<file path="src/rtl/tl_dispatch_pkg.sv">
// tl_dispatch_pkg: shared FSM state type and default widths
// for the one-in / two-out FIFO dispatcher.
package tl_dispatch_pkg;

  localparam int DEF_DATA_WIDTH = 12;
  localparam int DEF_ROUTE_BIT  = 11;
  localparam int DEF_CNT_WIDTH  = 8;

  typedef enum logic [1:0] {
    IDLE,
    READ,
    WAIT,
    ROUTE
  } state_t;

endpackage

</file>
<file path="src/rtl/tl_dispatch_counter.sv">
// tl_dispatch_counter: wrapping per-destination word counter
// with synchronous reset and count enable.
module tl_dispatch_counter #(
  parameter int W = 8
) (
  input  logic         clk,
  input  logic         reset,
  input  logic         i_en,
  output logic [W-1:0] o_count
);

  logic [W-1:0] r_count;

  // count one per enabled cycle, wrapping at all-ones
  always_ff @(posedge clk) begin
    if (reset) begin
      r_count <= '0;
    end else if (i_en) begin
      r_count <= r_count + 1'b1;
    end
  end

  assign o_count = r_count;

endmodule

</file>
<file path="src/rtl/tl_dispatch.sv">
// tl_dispatch: pops one word at a time from a source FIFO and
// pushes it to dest0/dest1 by one data bit; counters under TL_DISPATCH_COUNT_EN.
module tl_dispatch
  import tl_dispatch_pkg::*;
#(
  parameter int DATA_WIDTH = DEF_DATA_WIDTH,
  parameter int ROUTE_BIT  = DEF_ROUTE_BIT,
  parameter int CNT_WIDTH  = DEF_CNT_WIDTH
) (
  input  logic                  clk,
  input  logic                  reset,
  input  logic [DATA_WIDTH-1:0] data_in,
  input  logic                  in_empty,
  output logic                  pop,
  output logic [DATA_WIDTH-1:0] data_out0,
  output logic [DATA_WIDTH-1:0] data_out1,
  output logic                  push0,
  output logic                  push1,
  input  logic                  almost_full0,
  input  logic                  almost_full1,
  output logic                  stall
`ifdef TL_DISPATCH_COUNT_EN
  ,
  output logic [CNT_WIDTH-1:0]  count0,
  output logic [CNT_WIDTH-1:0]  count1
`endif
);

  state_t                r_state;
  logic                  r_pop;
  logic                  r_push0;
  logic                  r_push1;
  logic                  r_stall;
  logic [DATA_WIDTH-1:0] r_hold;
  logic [DATA_WIDTH-1:0] r_dout0;
  logic [DATA_WIDTH-1:0] r_dout1;

  logic w_dest;
  logic w_blocked;
  logic w_deliver0;
  logic w_deliver1;

  assign w_dest     = r_hold[ROUTE_BIT];
  assign w_blocked  = w_dest ? almost_full1 : almost_full0;
  assign w_deliver0 = (r_state == ROUTE) && !w_dest && !w_blocked;
  assign w_deliver1 = (r_state == ROUTE) && w_dest && !w_blocked;

  // sequence pop -> read latency -> capture -> route, one word at a time
  always_ff @(posedge clk) begin
    if (reset) begin
      r_state <= IDLE;
      r_pop   <= 1'b0;
      r_push0 <= 1'b0;
      r_push1 <= 1'b0;
      r_stall <= 1'b0;
      r_hold  <= '0;
      r_dout0 <= '0;
      r_dout1 <= '0;
    end else begin
      r_pop   <= 1'b0;
      r_push0 <= 1'b0;
      r_push1 <= 1'b0;
      r_stall <= 1'b0;
      unique case (r_state)
        IDLE: begin
          if (!in_empty) begin
            r_pop   <= 1'b1;
            r_state <= READ;
          end
        end
        READ: begin
          r_state <= WAIT;
        end
        WAIT: begin
          r_hold  <= data_in;
          r_state <= ROUTE;
        end
        ROUTE: begin
          if (w_blocked) begin
            r_stall <= 1'b1;
          end else begin
            if (w_dest) begin
              r_push1 <= 1'b1;
              r_dout1 <= r_hold;
            end else begin
              r_push0 <= 1'b1;
              r_dout0 <= r_hold;
            end
            r_state <= IDLE;
          end
        end
        default: begin
          r_state <= IDLE;
        end
      endcase
    end
  end

  assign pop       = r_pop;
  assign push0     = r_push0;
  assign push1     = r_push1;
  assign stall     = r_stall;
  assign data_out0 = r_dout0;
  assign data_out1 = r_dout1;

`ifdef TL_DISPATCH_COUNT_EN
  tl_dispatch_counter #(
    .W (CNT_WIDTH)
  ) u_cnt0 (
    .clk     (clk),
    .reset   (reset),
    .i_en    (w_deliver0),
    .o_count (count0)
  );

  tl_dispatch_counter #(
    .W (CNT_WIDTH)
  ) u_cnt1 (
    .clk     (clk),
    .reset   (reset),
    .i_en    (w_deliver1),
    .o_count (count1)
  );
`else
  logic                 w_unused_deliver;
  logic [CNT_WIDTH-1:0] w_unused_cnt;
  assign w_unused_deliver = w_deliver0 | w_deliver1;
  assign w_unused_cnt     = '0;
`endif

endmodule

</file>
<file path="config.mk">
export PLATFORM = sky130hd
export DESIGN_NAME = tl_dispatch
export DESIGN_NICKNAME = d
export VERILOG_FILES = /design/src/rtl/tl_dispatch_pkg.sv /design/src/rtl/tl_dispatch_counter.sv /design/src/rtl/tl_dispatch.sv
export SDC_FILE = /design/constraint.sdc
export NUM_CORES = 1
export LEC_CHECK = 0
export BUFFER_PORTS_ARGS = -buffer_cell sky130_fd_sc_hd__buf_2
export CAP_MARGIN = 5
export CELL_PAD_IN_SITES_DETAIL_PLACEMENT = 1
export CELL_PAD_IN_SITES_GLOBAL_PLACEMENT = 1
export CORE_MARGIN = 5
export CORE_UTILIZATION = 39
export CTS_BUF_LIST = sky130_fd_sc_hd__clkbuf_8
export CTS_CLUSTER_DIAMETER = 40
export DETAILED_ROUTE_END_ITERATION = 10
export HOLD_SLACK_MARGIN = 0.1
export PLACE_DENSITY_LB_ADDON = 0.1
export SLEW_MARGIN = 10
export SYNTH_ARGS = -nofsm -noshare
export SYNTH_HDL_FRONTEND = slang
export SYNTH_HIERARCHICAL = 1
export SYNTH_SLANG_ARGS = --single-unit
</file>
<file path="constraint.sdc">
create_clock -name clk -period 1.8 [get_ports clk]
set_input_delay 0.36 -clock clk [delete_from_list [all_inputs] [get_ports clk]]
set_output_delay 0.36 -clock clk [all_outputs]
set_load 0.02 [all_outputs]
</file>
==> flow_summary.json, run 1 <==
{
  "area_growth_pct": 22.28,
  "holdPathStages": 2,
  "hp-class": "primary input to register",
  "rsz0062_at_grt": "no",
  "placed_area_um2": 1778,
  "postSynth.asyncResetShare_pct": 0,
  "vias": 1185,
  "crit_type": "register to register",
  "num_antenna_cells": 0,
  "status": "finished, final reports clean",
  "power.density_nw_per_um2": 1148,
  "via_per_inst": 4.798,
  "setup_tns_ps": 0,
  "synth_edf_count": 0,
  "rows": 22,
  "cts_tree": "built",
  "yosys_warnings": 6,
  "grt_overflow": 0,
  "port_buffers": 43,
  "grt_pass1_vias": 1256,
  "ir_drop_v": 0.0005926,
  "post-route-period-util_pct": 84.34,
  "die_y_um": 72.59,
  "syn_area_um2": 1528,
  "synth.distinct_cells": 24,
  "clkSlewWorstSetupHoldPaths_ps": 70,
  "ant_nets": 0,
  "syn_area_per_cell_um2": 9.793,
  "timing.final.ws_setup_ps": 281.9,
  "grt_use_total_pct": 14.75,
  "post-cts-setup-buffers": 0,
  "synth_nets": 176,
  "antenna_found_initial": 0,
  "grt_pass1_wl_um": 6044,
  "slew_headroom_pct": 66.36,
  "drive_gt1_share_pct": 29.15,
  "cp_max_fo": 8,
  "io_pins": 45,
  "cts_buffers": 5,
  "die_w_um": 72.59,
  "wirelength_um": 3598,
  "hold_buffers": 0,
  "worstMarginPinSlew_ps": 503.1,
  "ys_seq_area_share_pct": 53.73,
  "initial_utilization_pct": 41.11,
  "design_area_um2": 1868,
  "slew_viol_final": 0,
  "drc_errors": 0,
  "drtIter0Drc": 41,
  "dp_hpwl_um": 2700,
  "dp_cells": 240,
  "die_area_um2": 5269,
  "finalPower_mw": 2.145,
  "p_leak_nw": 0.7874,
  "clockBufferDepth": 2,
  "fin_crit_ps": 1518,
  "core_area_um2": 3716,
  "cp.required_ps": 1970,
  "clkLatencyLatePin_ps": 280,
  "cts_resized": 0,
  "pre_cts_slack_ps": 266.6,
  "cap_violations": 0,
  "grt_max_degree": 24,
  "h-tree-depth": 2,
  "root_buffer": "clkbuf_8",
  "fin_cells": 247,
  "cp-start-kind": "register",
  "final-setup-viol-count": 0,
  "gp_congestion": 0.6854,
  "max_freq_mhz": 658.7,
  "synth_seq_cells": 41,
  "wire_per_inst_um": 14.57,
  "nNetsFinal": 219,
  "synthFlopType": "dfxtp_1",
  "cp.arrival_ps": 1690,
  "finClkSkew_ps": 7.714,
  "reg2reg_depth": 5,
  "worst_setup_path_end_kind": "register",
  "drt-pass1-iter-count": 2,
  "syn_inst": 156,
  "cts.sinks": 41,
  "hold_violations": 0
}
worst max-delay path, cell delays in order (launching register included):
cell and delay (ps):
dfxtp_1 380, ha_1 300, nor3b_4 240, buf_4 230, mux2i_1 210, nor2_1 50
area by class of cell:
cell class	count	area (um2)
Fill cell	461	1848
Sequential cell	41	820.8
Timing Repair Buffer	47	245.2
Clock inverter	1	7.507
Clock buffer	6	82.58
Tap cell	48	60.06
Multi-Input combinational cell	102	644.4
Inverter	2	7.507
cell usage after synthesis (all sizes together), types with 2 or more instances:
master,number,area share [%]
a21oi,11,3.6
buf,4,1.9
clkbuf,7,1.7
dfxtp,41,54
ha,3,2.5
inv,2,0.49
mux2i,23,15
nand2,24,5.9
nor2,28,6.9
nor3b,2,1.7
state kept, by name, summed over array words and instances (netlist names):
signal / flops
r_state: 2
data_out1: 12
stall: 1
push1: 1
push0: 1
r_hold: 12
data_out0: 11
pop: 1
routing by layer:
metal	GRT usage (%)	part of all wire [%]	vias up
li1	-	-	593
met1	17.27	43	558
met5	0	0	-
met3	4.821	5.7	4
met2	25.45	50	30
met4	4.508	1.1	0
report_power, final:
part	switching, mW	total (mW)	internal [mW]
registers	0.0739	1.07	0.997
logic	0.252	0.474	0.222
clock network	0.297	0.600	0.303
final timing paths:
path,from,to,slack [ps]
setup / recovery,r_state[1],data_out0[5],280
hold / removal,in_empty,pop,290
setup reg to reg,r_state[1],data_out0[5],280
hold reg to reg,data_out1[0],data_out1[0],460
cells in the final DEF (no fill, tap or decap), types with 2 or more instances in the layout:
master	count
a21oi_1	11
buf_2	43
buf_4	4
clkbuf_8	6
dfxtp_1	41
ha_1	3
inv_1	2
mux2i_1	23
nand2_1	24
nor2_1	28
kinds of logic after synthesis:
| kind of cell | after synthesis | synth area share, % |
|---|---|---|
| simple gates | 59 | 17.04 |
| flops | 41 | 53.73 |
| mux | 24 | 16.05 |
| fa+ha+maj | 3 | 2.457 |
| other cells | 1 | 0.2455 |
| compound gates | 15 | 6.388 |
| buf+inv | 13 | 4.096 |
per-stage QoR:
| step | utilization, % | hold slack, ps |
|---|---|---|
| 6_report | 50.27 | 294.0 |
| 5_1_grt | 50.27 | 298.5 |
| 4_1_cts | 50.27 | 288.6 |
| 3_5_place_dp | 47.85 | 449.9 |
| 3_3_place_gp | 47.85 | 445.8 |
| 2_1_floorplan | - | 436.1 |
Note: power is estimated with default switching activity, not from simulation.
==> run 2, diff against run 1 <==
ABC_AREA = 1   (was unset)
CORE_UTILIZATION = 37   (was 39)
clock period = 1.4 ns   (was 1.8 ns; I/O delays follow)
==> run 2 against run 1 <==
Final cell count grew 16%. Count of clock-buffer cells in the layout stayed put. Non-clock buffer count rose by 1. Die area up 3.1%. Largest cell class unchanged. Largest power group unchanged.
==> flow_summary.json, run 2 <==
{
  "timing.final.ws_setup_ps": 92.35,
  "power.density_nw_per_um2": 1617,
  "ir_drop_v": 0.0007236,
  "synth_edf_count": 0,
  "power_switching_mw": 1.021,
  "core_area_um2": 3971,
  "cp-start-kind": "register",
  "synthFlopType": "dfxtp_1",
  "max_freq_mhz": 764.7,
  "synth_compound_gate_area_share_pct": 17.33,
  "grt_use_total_pct": 15.10,
  "ys_top_cells_by_count": "50 x nor2_1, 41 x dfxtp_1, 36 x o21ai_0",
  "cts_buffers": 5,
  "status": "finished, final reports clean",
  "hold_violations": 0,
  "synth_seq_cells": 41,
  "yosys_warnings": 6,
  "final_cell_mix": "49 x nor2_1, 43 x buf_2, 41 x dfxtp_1",
  "grt_overflow": 0,
  "p_leak_nw": 0.9260,
  "synthAdderAreaFrac_pct": 2.500,
  "clockBufferDepth": 2,
  "synthSimpleGateAreaFrac_pct": 15.92,
  "synth_most_common_cell": "nor2_1",
  "synth_area_leaders": "dfxtp_1 55%, nor2_1 13%, o21ai_0 12%, a21oi_1 5.3%, inv_1 5.0%",
  "setup_tns_ps": 0,
  "syn_area_um2": 1501,
  "die_area_um2": 5432,
  "nNetsFinal": 255,
  "hp-class": "primary input to register",
  "cap_violations": 0,
  "crit_type": "register to register",
  "via_per_inst": 4.601,
  "grt_max_degree": 31,
  "cp_max_fo": 24,
  "timing.hold.ws_ps": 164.5,
  "reg2reg_depth": 5,
  "power.share.clock_pct": 26.6,
  "fin_util_pct": 47.48,
  "grt_pass1_wl_um": 6382,
  "grt_pass1_vias": 1343,
  "hold_buffers": 0,
  "post-cts-setup-buffers": 0,
  "finClkSkew_ps": 3.146,
  "die_w_um": 73.70,
  "area_growth_pct": 25.58,
  "postSynth.asyncResetShare_pct": 0,
  "ys_seq_area_share_pct": 54.67,
  "clkLatencyLatePin_ps": 290,
  "ant_nets": 0,
  "initial_utilization_pct": 37.81,
  "slew_viol_final": 0,
  "cp.arrival_ps": 1490,
  "drive_gt1_share_pct": 26.27,
  "switching_share_pct": 33.49,
  "cts_tree": "built",
  "synthXorXnorAreaFrac_pct": 0,
  "wire_per_inst_um": 13.09,
  "synth.distinct_cells": 17,
  "synth_top_area_share_pct": 54.67,
  "cp.required_ps": 1580,
  "fin_crit_ps": 1308,
  "clkSlewWorstSetupHoldPaths_ps": 80,
  "port_buffers": 43,
  "dp_hpwl_um": 2888,
  "synth_top_family_by_area": "compound AO/OA/AOI/OAI gates",
  "vias": 1316,
  "cp-startpoint": "r_state[1]",
  "syn_inst": 191,
  "worst_setup_path_end_kind": "register",
  "hp-start": "in_empty",
  "wirelength_um": 3745,
  "power.internal_mw": 2.028,
  "power_frac_seq_pct": 49.8,
  "rows": 23,
  "final-setup-viol-count": 0,
  "io_pins": 45,
  "synth_nets": 211,
  "synth_top_cell_by_area": "dfxtp_1",
  "gp_congestion": 0.7198,
  "root_buffer": "clkbuf_8",
  "cts.sinks": 41,
  "num_antenna_cells": 0,
  "pwr-share-comb_pct": 23.6,
  "finalPower_mw": 3.050,
  "antenna_found_initial": 0,
  "h-tree-depth": 2,
  "drt-pass1-iter-count": 2,
  "final_common_cell": "nor2_1",
  "syn_area_per_cell_um2": 7.861,
  "timing.rr.start": "r_state[1]",
  "synthMuxAreaShare_pct": 0,
  "drtIter0Drc": 23,
  "drc_errors": 0,
  "holdPathStages": 2,
  "pre_cts_slack_ps": 101.5,
  "post-route-period-util_pct": 93.40,
  "die_y_um": 73.70
}
-- run 2: cell count changes after synthesis, moves of 3 or more --
| cell | change |
|---|---|
| a21oi_1 | +5 |
| buf_2 | +4 |
| clkbuf_1 | -5 |
| inv_1 | +18 |
| mux2i_1 | -23 |
| nand2_1 | -19 |
| nand3_1 | +3 |
| nor2_1 | +22 |
| o21ai_0 | +36 |
-- run 2: cells by family (layout without fill, tap and decap cells) --
logic type / after synthesis / count (layout)
flip-flops: 41 / 41
buffers and inverters: 33 / 78
AND/OR/NAND/NOR: 61 / 61
adder cells (fa/ha/maj): 3 / 3
AO/OA/AOI/OAI: 52 / 52
other: 1 / 1
-- run 2: cell type report --
| cell class | instances | area [um2] |
|---|---|---|
| flip-flops and latches | 41 | 820.8 |
| well taps | 50 | 62.56 |
| fillers | 519 | 2086 |
| multi-input cells | 117 | 545.5 |
| inverters | 22 | 82.58 |
| clock inverters | 2 | 13.76 |
| clock buffers | 6 | 82.58 |
| repair buffers | 48 | 277.8 |
-- run 2: what timing repair did --
item                                    4_1_cts  5_1_grt
gates resized for setup                       0        2
hold endpoints to repair                      0        0
endpoints found under the setup margin        0        2
-- run 2: final timing paths --
check	to	slack, ps
max	data_out1[8]	90
min	pop	160
max reg2reg	data_out1[8]	90
min reg2reg	data_out1[10]	450
-- run 2: critical path, cell delays in order, from the launching register on --
cell and delay [ps]:
dfxtp_1 390, ha_2 240, nand3_1 140, buf_12 190, o21ai_0 170, a21oi_1 70
-- run 2: power by group through the flow --
| stage | registers [mW] | clock network [mW] | logic [mW] |
|---|---|---|---|
| finish | 1.52 | 0.811 | 0.721 |
| global route | 1.55 | 0.867 | 0.851 |
| CTS | 1.52 | 0.832 | 0.734 |
| detailed placement | 1.54 | 0 | 0.728 |
| global placement | 1.53 | 0 | 0.688 |
| floorplan | 1.55 | 0 | 0.447 |
-- run 2: layer usage --
metal / vias up / global-route usage (%) / part of all wire [%]
met1: 596 / 19.77 / 46
met3: 7 / 4.651 / 5.3
li1: 687 / - / -
met2: 26 / 23.92 / 47
met5: - / 0 / 0
met4: 0 / 4.225 / 1.1
-- run 2: metrics by stage --
step                      instance area (um2)  cells
after floorplan                          1501    191
after global placement                   1784    278
after detailed placement                 1784    278
after CTS                                1881    286
after global routing                     1886    286
final                                    1886    286
==> run 3, diff against run 2 <==
BUFFER_PORTS_ARGS = -buffer_cell sky130_fd_sc_hd__buf_4   (was -buffer_cell sky130_fd_sc_hd__buf_2)
==> run 3 against run 2 <==
Cell area rose by 5.6%. Register-to-register slack gained 60 ps. Final cell count stayed put. Largest cell class unchanged. Highest routed layer unchanged. Non-clock buffer count grew 1. Count of clock-buffer cells in the layout fell by 1. First-iteration DRC count increased by 100%. Clock skew up 2.3 ps. Die area unchanged. Core utilization rose by 2.6 points. Via count increased by 1.4%.
==> flow_summary.json, run 3 (synthesized netlist as in run 2, its figures left out) <==
{
  "status": "finished, final reports clean",
  "drive_gt1_share_pct": 25.85,
  "via_per_inst": 4.664,
  "cp-start-kind": "register",
  "rows": 23,
  "grt_use_total_pct": 15.09,
  "cap_violations": 0,
  "holdPathStages": 2,
  "timing.rr.start": "r_state[1]",
  "crit_type": "register to register",
  "cp.depth": 6,
  "grt_pass1_vias": 1366,
  "setup_tns_ps": 0,
  "wire_per_inst_um": 13.45,
  "path_buf_inv": 2,
  "dp_cells": 279,
  "rsz0062_at_grt": "no",
  "dp_hpwl_um": 2977,
  "cp.required_ps": 1620,
  "ant_nets": 0,
  "grt_overflow": 0,
  "drt-pass1-iter-count": 4,
  "h-tree-depth": 2,
  "power.share.clock_pct": 28.4,
  "fin_util_pct": 50.13,
  "max_freq_mhz": 798.5,
  "hp-class": "primary input to register",
  "root_buffer": "clkbuf_8",
  "die_y_um": 73.70,
  "slew_viol_final": 0,
  "reg2reg_depth": 6,
  "io_pins": 45,
  "vias": 1334,
  "slowest_stage": "dfxtp_1",
  "grt_max_degree": 25,
  "p_leak_nw": 0.9432,
  "power_switching_mw": 1.000,
  "gp_congestion": 0.7726,
  "port_buffers": 43,
  "core_area_um2": 3971,
  "clkSlewWorstSetupHoldPaths_ps": 70,
  "antenna_found_initial": 0,
  "cp-startpoint": "r_state[1]",
  "ir_drop_v": 0.0008328,
  "wirelength_um": 3846,
  "clkLatencyLatePin_ps": 290,
  "area_growth_pct": 32.58,
  "worst_setup_path_end_kind": "register",
  "power_frac_seq_pct": 47.8,
  "post-route-period-util_pct": 89.45,
  "finClkSkew_ps": 5.486,
  "nNetsFinal": 256,
  "cts.sinks": 41,
  "hold_violations": 0,
  "drtIter0Drc": 47,
  "drc_errors": 0,
  "initial_utilization_pct": 37.81,
  "cp_max_fo": 11,
  "timing.hold.ws_ps": 162.4,
  "final_cell_mix": "50 x nor2_1, 48 x buf_4, 41 x dfxtp_1",
  "cts_tree": "built",
  "hold_buffers": 0,
  "num_antenna_cells": 0,
  "final_common_cell": "nor2_1",
  "grt_pass1_wl_um": 6237,
  "fin_crit_ps": 1252,
  "cp.arrival_ps": 1470,
  "clockBufferDepth": 2,
  "final-setup-viol-count": 0,
  "max_stage_delay_ps": 380,
  "switching_share_pct": 31.43,
  "pwr-share-comb_pct": 23.8,
  "hp-start": "in_empty",
  "crit_chain": "ha_1 > inv_1 > nor2_2 > buf_4 > o21ai_0 > nor2_1",
  "die_w_um": 73.70,
  "die_area_um2": 5432,
  "finalPower_mw": 3.182,
  "cts_buffers": 5,
  "fin_cells": 286,
  "power.internal_mw": 2.182,
  "power.density_nw_per_um2": 1599,
  "cp_top_family": "flip-flops"
}
## run 3: changes by cell type in the layout (fill, tap and decap cells not counted), sizes merged
cell,previous run,this run
bufinv,0,1
buf,48,49
clkbuf,6,5
clkinv,2,1
## run 3: area by class of cell
type | instances | area, um2
Tap cell | 50 | 62.56
Clock inverter | 2 | 35.03
Clock buffer | 5 | 68.82
Timing Repair Buffer | 49 | 380.4
Fill cell | 500 | 1981
Sequential cell | 41 | 820.8
Inverter | 22 | 82.58
Multi-Input combinational cell | 117 | 540.5
## run 3: repair_timing
action | CTS | global route
gates resized for setup | 0 | 2
buffers inserted | 0 | 0
setup endpoints to repair | 0 | 4
## run 3: metrics by stage
stage                     setup slack (ps)  instance area, um2
final                                147.7                1991
after detailed placement             118.4                1887
after CTS                            82.52                1991
after global placement               195.9                1887
after floorplan                      213.9                1501
after global routing                 26.10                1991
## run 3: worst paths after layout
check                       end  slack [ps]
setup / recovery   data_out0[0]         150
hold / removal              pop         160
setup reg to reg   data_out0[0]         150
hold reg to reg   data_out1[10]         450
## run 3: routing by layer
metal / track usage [%] / part of all wire (%)
met1: 16.96 / 43
met2: 26.97 / 49
met3: 3.694 / 6.2
met4: 6.036 / 1.4
met5: 0 / 0
## run 3: power groups by stage
stage	clock (mW)	combinational [mW]	sequential, mW
floorplan	0	0.447	1.55
global placement	0	0.725	1.53
detailed placement	0	0.764	1.54
CTS	0.935	0.773	1.52
global route	0.969	0.851	1.55
finish	0.904	0.757	1.52
